### config.mk
export PLATFORM = sky130hd
export DESIGN_NAME = me_unit
export DESIGN_NICKNAME = d
export VERILOG_FILES = /design/src/rtl/me_unit.sv
export SDC_FILE = /design/constraint.sdc
export NUM_CORES = 1
export LEC_CHECK = 0
export BUFFER_PORTS_ARGS = -buffer_cell sky130_fd_sc_hd__buf_2
export CAP_MARGIN = 30
export CORE_ASPECT_RATIO = 0.5
export CORE_MARGIN = 8
export CORE_UTILIZATION = 47
export CTS_CLUSTER_SIZE = 10
export DETAILED_ROUTE_END_ITERATION = 8
export MAX_ROUTING_LAYER = met4
export PLACE_DENSITY = 0.85
export SLEW_MARGIN = 20
export SYNTH_ARGS = -nofsm -noshare
export SYNTH_HDL_FRONTEND = slang
export SYNTH_SLANG_ARGS = --single-unit
### constraint.sdc
create_clock -name clk -period 1.6 [get_ports clk]
set_input_delay 0.32 -clock clk [delete_from_list [all_inputs] [get_ports clk]]
set_output_delay 0.32 -clock clk [all_outputs]
set_load 0.01 [all_outputs]
### src/rtl/me_unit.sv
// Memory-access stage: registers the execute bus, captures synchronous SRAM load data, extracts and extends it.
// Optional macro ME_SUBWORD_EN enables byte/halfword load decoding; without it every load returns the whole word.
module me_unit (
    input  logic        clk,
    input  logic        resetn,
    input  logic        EX_Valid,
    output logic        ME_Unit_Ready,
    input  logic [73:0] EX_to_ME_Bus,
    input  logic [31:0] data_sram_rdata,
    output logic        ME_Valid,
    input  logic        WB_Unit_Ready,
    output logic [69:0] ME_to_WB_Bus,
    output logic [37:0] ME_Fwd_Bus
);

    logic        r_me_v;
    logic [73:0] r_bus;
    logic [31:0] r_rdata_hold;
    logic        r_hold_vld;

    logic [31:0] w_pc;
    logic        w_res_from_mem;
    logic        w_rf_we;
    logic [4:0]  w_dest;
    logic [31:0] w_alu_result;
    logic [31:0] w_load_data;
    logic [31:0] w_load_val;
    logic [31:0] w_final;

    assign w_pc           = r_bus[73:42];
    assign w_res_from_mem = r_bus[41];
    assign w_rf_we        = r_bus[37];
    assign w_dest         = r_bus[36:32];
    assign w_alu_result   = r_bus[31:0];

    assign ME_Unit_Ready = ~r_me_v | WB_Unit_Ready;
    assign ME_Valid      = r_me_v;

    always_ff @(posedge clk) begin
        if (!resetn) begin
            r_me_v       <= 1'b0;
            r_bus        <= '0;
            r_rdata_hold <= '0;
            r_hold_vld   <= 1'b0;
        end else begin
            if (ME_Unit_Ready)
                r_me_v <= EX_Valid;
            if (EX_Valid && ME_Unit_Ready) begin
                r_bus      <= EX_to_ME_Bus;
                r_hold_vld <= 1'b0;
            end else if (r_me_v && !WB_Unit_Ready && !r_hold_vld) begin
                // SRAM data is only valid in the first occupied cycle; keep it for the rest of the stall
                r_rdata_hold <= data_sram_rdata;
                r_hold_vld   <= 1'b1;
            end
        end
    end

    assign w_load_data = r_hold_vld ? r_rdata_hold : data_sram_rdata;

`ifdef ME_SUBWORD_EN
    logic [2:0]  w_load_op;
    logic [7:0]  w_byte;
    logic [15:0] w_half;

    assign w_load_op = r_bus[40:38];
    assign w_half    = w_alu_result[1] ? w_load_data[31:16] : w_load_data[15:0];

    always_comb begin
        w_byte = w_load_data[7:0];
        case (w_alu_result[1:0])
            2'd1:    w_byte = w_load_data[15:8];
            2'd2:    w_byte = w_load_data[23:16];
            2'd3:    w_byte = w_load_data[31:24];
            default: w_byte = w_load_data[7:0];
        endcase
    end

    always_comb begin
        w_load_val = w_load_data;
        case (w_load_op)
            3'b001:  w_load_val = {{24{w_byte[7]}}, w_byte};
            3'b101:  w_load_val = {24'd0, w_byte};
            3'b010:  w_load_val = {{16{w_half[15]}}, w_half};
            3'b110:  w_load_val = {16'd0, w_half};
            default: w_load_val = w_load_data;
        endcase
    end
`else
    logic w_unused_load_op;

    // load_op travels on the bus but is meaningless in the word-only build
    assign w_unused_load_op = ^r_bus[40:38];
    assign w_load_val       = w_load_data;
`endif

    assign w_final = w_res_from_mem ? w_load_val : w_alu_result;

    assign ME_to_WB_Bus = {w_pc, w_rf_we, w_dest, w_final};
    assign ME_Fwd_Bus   = {r_me_v & w_rf_we, w_dest, w_final};

endmodule

==> results.tsv, run 1 <==
metric	value	unit
Cell Area, Synth	5316	sq um
CTS clk-pin slew, worst paths	0.07	ns
CTS buffer count	9	
Buffers on Ports	216	
dpl cell area	5978	sq um
fin. max-slew vios	0	
area leader, netlist	dfxtp_1	
Design Area, Final	6370	sq um
hold_sp	EX_to_ME_Bus[41]	
die area	15180	sq um
die height	91.21	microns
All-Layer GR Usage	0.1707	
count leader, synth	nand2_1	
status	finished with violations	
Mapped Nets	752	
R2R Path Start	r_hold_vld	
HPWL Detailed	9595	microns
Mapped Cells	642	
Clk Latency, worst-skew pair	0.33	ns
VDD IR-drop max	0.5557	mV
Final setup viols	64	
# diodes	0	
min-delay worst type	primary input to flip-flop	
post-synth top area share	0.3954	
CP Data Required Time	1.28	ns
Reg2Reg Depth	5	
DRC	0	
Vias per Instance	4.893	
Clock Skew	0.005856	ns
critical path startpoint category	flip-flop	
slew margin rel.	0.7918	
Initial Util	0.4827	
CP Class	flip-flop to output pin	
Final ANT Viol Nets	0	
FF+latch area	2107	sq um
hold_buf cts	0	
failing checks	setup timing	
Final Core Density	0.5784	
Hold Path Sink	r_bus[41]	
synth top area cells	dfxtp_1 (40%), mux2i_1 (19%), nand2_1 (12%)	
Commonest cells post-synth	nand2_1 (175), dfxtp_1 (105), mux2i_1 (103)	
core area	11010	sq um
initial antenna violation count	0	
Pre-antenna DRT Iters	4	
# nets final	873	
register area share after synthesis	0.3954	
htree depth	3	
Post-synth EDFFs	0	
initial drt markers	274	
Placer Congestion	0.7581	
row count	27	
worst slew pin tran	0.3123	ns
number of global-route vias before repair	4505	
data arrival time of the worst path	1.44	ns
worst hold path depth	3	
worst-path fanout max	13	
fraction of registers with async set/reset	0	
# fillers	1007	
R2R Setup Slk	0.14	ns
largest net degree at the start of global routing	65	
Final Hold Fails	0	
RSZ-0062 raised after global routing	true	
Yosys reg bits	105	
clock buffer depth	2	
IO Count	220	
root buf cell	clkbuf_16	
max-cap violation count	0	
CTS tree	built	
first-pass GRT wire length	21130	microns
Tmin final	1.756	ns
share of layout cells above drive strength 1	0.3481	
Ys Warns	0	
crit share post-route	1.098	
syn_area_per_cell	8.281	sq um
final worst setup slack	-0.1561	ns
PD cells	987.7	nW/um^2
Most used DFF post-synth	dfxtp_1	
P_leak	3.082	nW
fmax	569.4	MHz
Synth cell types	18	
crit end category	output pin	
die width	166.4	microns
GRT overflow	0	
multi-input logic area	2392	sq um
FF-to-FF End	r_rdata_hold[22]	
dpl ws	0.1486	ns
via count	4462	
Sinks on Clock Net	105	
Fin Hold WS	0.2237	ns
DR WL/cell	14.75	microns
Final Routed Wirelength	13450	microns
Layout area overhead	19.82	%
==> power by group <==
| group | switching [mW] | internal (mW) | total (mW) |
|---|---|---|---|
| logic | 0.675 | 0.549 | 1.22 |
| registers | 0.0809 | 2.77 | 2.85 |
| clock network | 0.935 | 1.29 | 2.22 |
==> timing repair <==
action                                 4_1_cts  5_1_grt
setup buffers                                1        0
cloned                                       1        2
setup endpoints to repair                   64       95
pin swaps                                    3        6
endpoints found under the hold margin        0        0
gates resized for setup                      4        4
==> layout by cell type (no fill, tap or decap) <==
cell         n
buf_12      10
inv_1        1
dfxtp_1    103
clkinv_2     2
clkbuf_1     1
nor2_1      32
or3b_4       1
buf_4        5
buf_16       1
nand2b_1     1
a21oi_1     28
a21boi_0     2
dfxtp_2      1
mux2i_1    102
mux2i_2      1
o21ai_2     10
and2_1       1
dfxtp_4      1
buf_2      215
o21ai_1     22
buf_6        2
nand3_1     32
clkbuf_16   10
nand2_1    175
and2_4       1
a21oi_2      4
clkbuf_8     2
bufinv_16    1
==> how the worst max path moves through the flow <==
stage / end / startpoint
after floorplan: ME_to_WB_Bus[19] / r_bus[41]
after global placement: ME_Fwd_Bus[31] / r_hold_vld
after detailed placement: r_rdata_hold[31] / WB_Unit_Ready
after CTS: ME_Fwd_Bus[30] / r_hold_vld
after global routing: ME_Fwd_Bus[4] / r_hold_vld
final: ME_Fwd_Bus[4] / r_hold_vld
==> state kept, by name, summed over array words and instances (netlist names) <==
name / cells
ME_Valid: 1
r_rdata_hold: 32
r_bus: 71
r_hold_vld: 1
==> per-stage QoR <==
stage / setup TNS [ns] / std cells / total power [mW]
2_1_floorplan: 0 / 642 / 3.798
3_3_place_gp: 0 / 893 / 4.065
3_5_place_dp: 0 / 893 / 4.108
4_1_cts: -6.931 / 910 / 6.353
5_1_grt: -10.96 / 912 / 6.595
6_report: -6.100 / 912 / 6.292
==> routing by layer <==
layer / vias up / global-route usage / share of wire
met3: 27 / 0.04231 / 0.046
li1: 2266 / - / -
met5: - / - / 0
met4: 0 / 0.07372 / 0.024
met1: 2048 / 0.1689 / 0.39
met2: 121 / 0.3187 / 0.54
==> final cells by class <==
type | count | area share
clock buffers | 12 | 0.04027
clock inverters | 3 | 0.006286
inverters | 1 | 0.0005893
multi-input cells | 412 | 0.3756
flip-flops and latches | 105 | 0.3308
well taps | 145 | 0.02848
repair buffers | 234 | 0.2180
==> worst max-delay path, cell delays in order (launching register included) <==
cell and delay, ns:
dfxtp_4 0.43, buf_12 0.18, mux2i_2 0.24, a21oi_2 0.10
buf_2 0.15
==> logic make-up after synthesis <==
logic type | after synthesis | share of synthesized area
DFF | 105 | 0.3954
buffers and inverters | 125 | 0.1591
muxes | 103 | 0.1939
AOI/OAI and AO/OA | 66 | 0.07013
and+or+nand+nor | 243 | 0.1815
Note: power is estimated with default switching activity, not from simulation.
==> run 2: changes to the inputs <==
--- a/config.mk
+++ b/config.mk
@@ -13,7 +13,8 @@
 export CTS_CLUSTER_SIZE = 10
 export DETAILED_ROUTE_END_ITERATION = 8
 export MAX_ROUTING_LAYER = met4
-export PLACE_DENSITY = 0.85
+export PLACE_DENSITY = 0.8
+export SETUP_SLACK_MARGIN = 0.3
 export SLEW_MARGIN = 20
 export SYNTH_ARGS = -nofsm -noshare
 export SYNTH_HDL_FRONTEND = slang
==> run 2 against run 1 <==
The run still ends with setup timing left. Count of clock-buffer cells in the layout fell by 3. Maximum frequency decreased by 2.4%. Non-clock buffer count up 9.
==> results.tsv, run 2 (synthesis gave the netlist of run 1 again) <==
metric	value	unit	change
initial antenna violation count	2		+2
Clk network pwr share	0.380		+0.027
Final setup viols	64		unchanged
IO Count	220		unchanged
share of layout cells above drive strength 1	0.4370		+0.08891
Buffers on Ports	216		unchanged
PD cells	985.7	nW/um^2	-0.21%
crit share post-route	1.124		+0.02655
slew margin rel.	0.8182		+0.02636
CTS tree	built		
Final ANT Viol Nets	0		unchanged
DR WL/cell	15.86	microns	+7.5%
Net Sw Power	1.891	mW	+12%
Final Hold Fails	0		unchanged
crit end category	output pin		
max reg flops	71		unchanged
via count	4653		+4.3%
Initial Util	0.4827		unchanged
# fillers	938		-6.9%
Final Routed Wirelength	14670	microns	+9.1%
commonest non-fill, non-tap cells in the layout	buf_2 (212), nand2_1 (175), dfxtp_1 (101)		
total negative slack	-8.686	ns	-2.586 ns
status	finished with violations		
number of global-route vias before repair	4635		+2.9%
RSZ-0062 raised after global routing	true		
P_leak	3.245	nW	+5.3%
sequential share of power	0.417		-0.035
leading registers by flop count	r_bus (71), r_rdata_hold (32)		
Placer Congestion	0.7367		-2.8%
failing checks	setup timing		
Clk Latency, worst-skew pair	0.34	ns	about the same
All-Layer GR Usage	0.1773		+0.006548
root buf cell	clkbuf_16		
initial drt markers	256		-6.6%
min-delay worst type	primary input to flip-flop		
dpl ws	0.1446	ns	-0.003925 ns
first-pass GRT wire length	21940	microns	+3.9%
worst slew pin tran	0.2728	ns	-0.03954 ns
data arrival time of the worst path	1.48	ns	+0.04 ns
fin. max-slew vios	0		unchanged
Pre-antenna DRT Iters	5		+1
VDD IR-drop max	0.5232	mV	-5.9%
CTS buffer count	9		unchanged
CP Data Required Time	1.28	ns	about the same
max-cap violation count	0		unchanged
Vias per Instance	5.030		+2.8%
core area	11010	sq um	unchanged
# nets final	883		+1.1%
clock buffer depth	2		unchanged
GRT overflow	0		unchanged
die height	91.21	microns	unchanged
largest reg by FF count	r_bus		
Clock Skew	0.005932	ns	+0.00007580 ns
worst-path fanout max	9		-4
row count	27		unchanged
die area	15180	sq um	unchanged
largest net degree at the start of global routing	62		-4.6%
die width	166.4	microns	unchanged
most common cell after layout, fill and taps aside	buf_2		
CTS clk-pin slew, worst paths	0.08	ns	about the same
final worst setup slack	-0.1986	ns	-0.04248 ns
CP Class	flip-flop to output pin		
Tot Pwr	6.843	mW	+8.8%
fmax	556.0	MHz	-2.4%
critical path startpoint category	flip-flop		
HPWL Detailed	9768	microns	+1.8%
Power Internal	4.952	mW	+7.6%
htree depth	3		unchanged
Switching Fraction	0.2764		+0.007625
Comb pwr share	0.203		+0.008
Sinks on Clock Net	105		unchanged
Layout area overhead	30.60	%	
Tmin final	1.799	ns	+0.04248 ns
DRC	0		unchanged
## run 2: routing by layer
metal | vias to the layer above | track usage | wire (microns)
li1 | 2296 | - | -
met1 | 2175 | 0.1850 | 5977
met2 | 153 | 0.3180 | 7461
met3 | 29 | 0.05699 | 912
met4 | 0 | 0.05436 | 316
met5 | - | - | 0
## run 2: through the flow
stage	hold slack (ns)	instance area, sq um	utilization	instances
6_report	0.2153	6943	0.6304	925
5_1_grt	0.2061	6943	0.6304	925
4_1_cts	0.1981	6654	0.6042	913
3_5_place_dp	0.4467	6178	0.5610	895
3_3_place_gp	0.4385	6178	0.5610	895
2_1_floorplan	0.4351	5525	-	642
## run 2: final cells by class
cell class                 instances  area [sq um]  share of cell area
multi-input combinational        413          2700              0.3889
sequential                       105          2112              0.3042
timing repair buffer             243          1589              0.2289
clock buffer                       9         225.2             0.03244
tap                              145         181.4             0.02613
clock inverter                     7         126.4             0.01820
antenna                            2         5.005           0.0007209
inverter                           1         3.754           0.0005406
## run 2: what timing repair did
action | 4_1_cts | 5_1_grt
resized for setup | 21 | 23
pin swaps | 1 | 2
setup buffers | 1 | 0
endpoints found under the setup margin | 98 | 98
hold buffers | 0 | 0
cloned | 1 | 10
## run 2: worst paths after layout
path	startpoint	end	slack, ns	cells past startpoint
worst min-delay path	EX_to_ME_Bus[49]	r_bus[49]	0.22	3
worst max register to register	r_hold_vld	r_rdata_hold[22]	0.10	5
worst min register to register	r_rdata_hold[5]	r_rdata_hold[5]	0.46	2
worst max-delay path	r_hold_vld	ME_Fwd_Bus[27]	-0.20	4
## run 2: worst max-delay path: stages (launching register included)
cell and delay (ns):
dfxtp_4 0.43, buf_12 0.18, mux2i_1 0.25, a21oi_1 0.12, buf_2 0.15
## run 2: power groups by stage
stage,sequential [mW],clock [mW],combinational [mW]
after global routing,2.88,2.77,1.50
after floorplan,2.88,0,0.987
after detailed placement,2.91,0,1.28
final,2.86,2.60,1.39
after global placement,2.90,0,1.25
after CTS,2.85,2.65,1.31
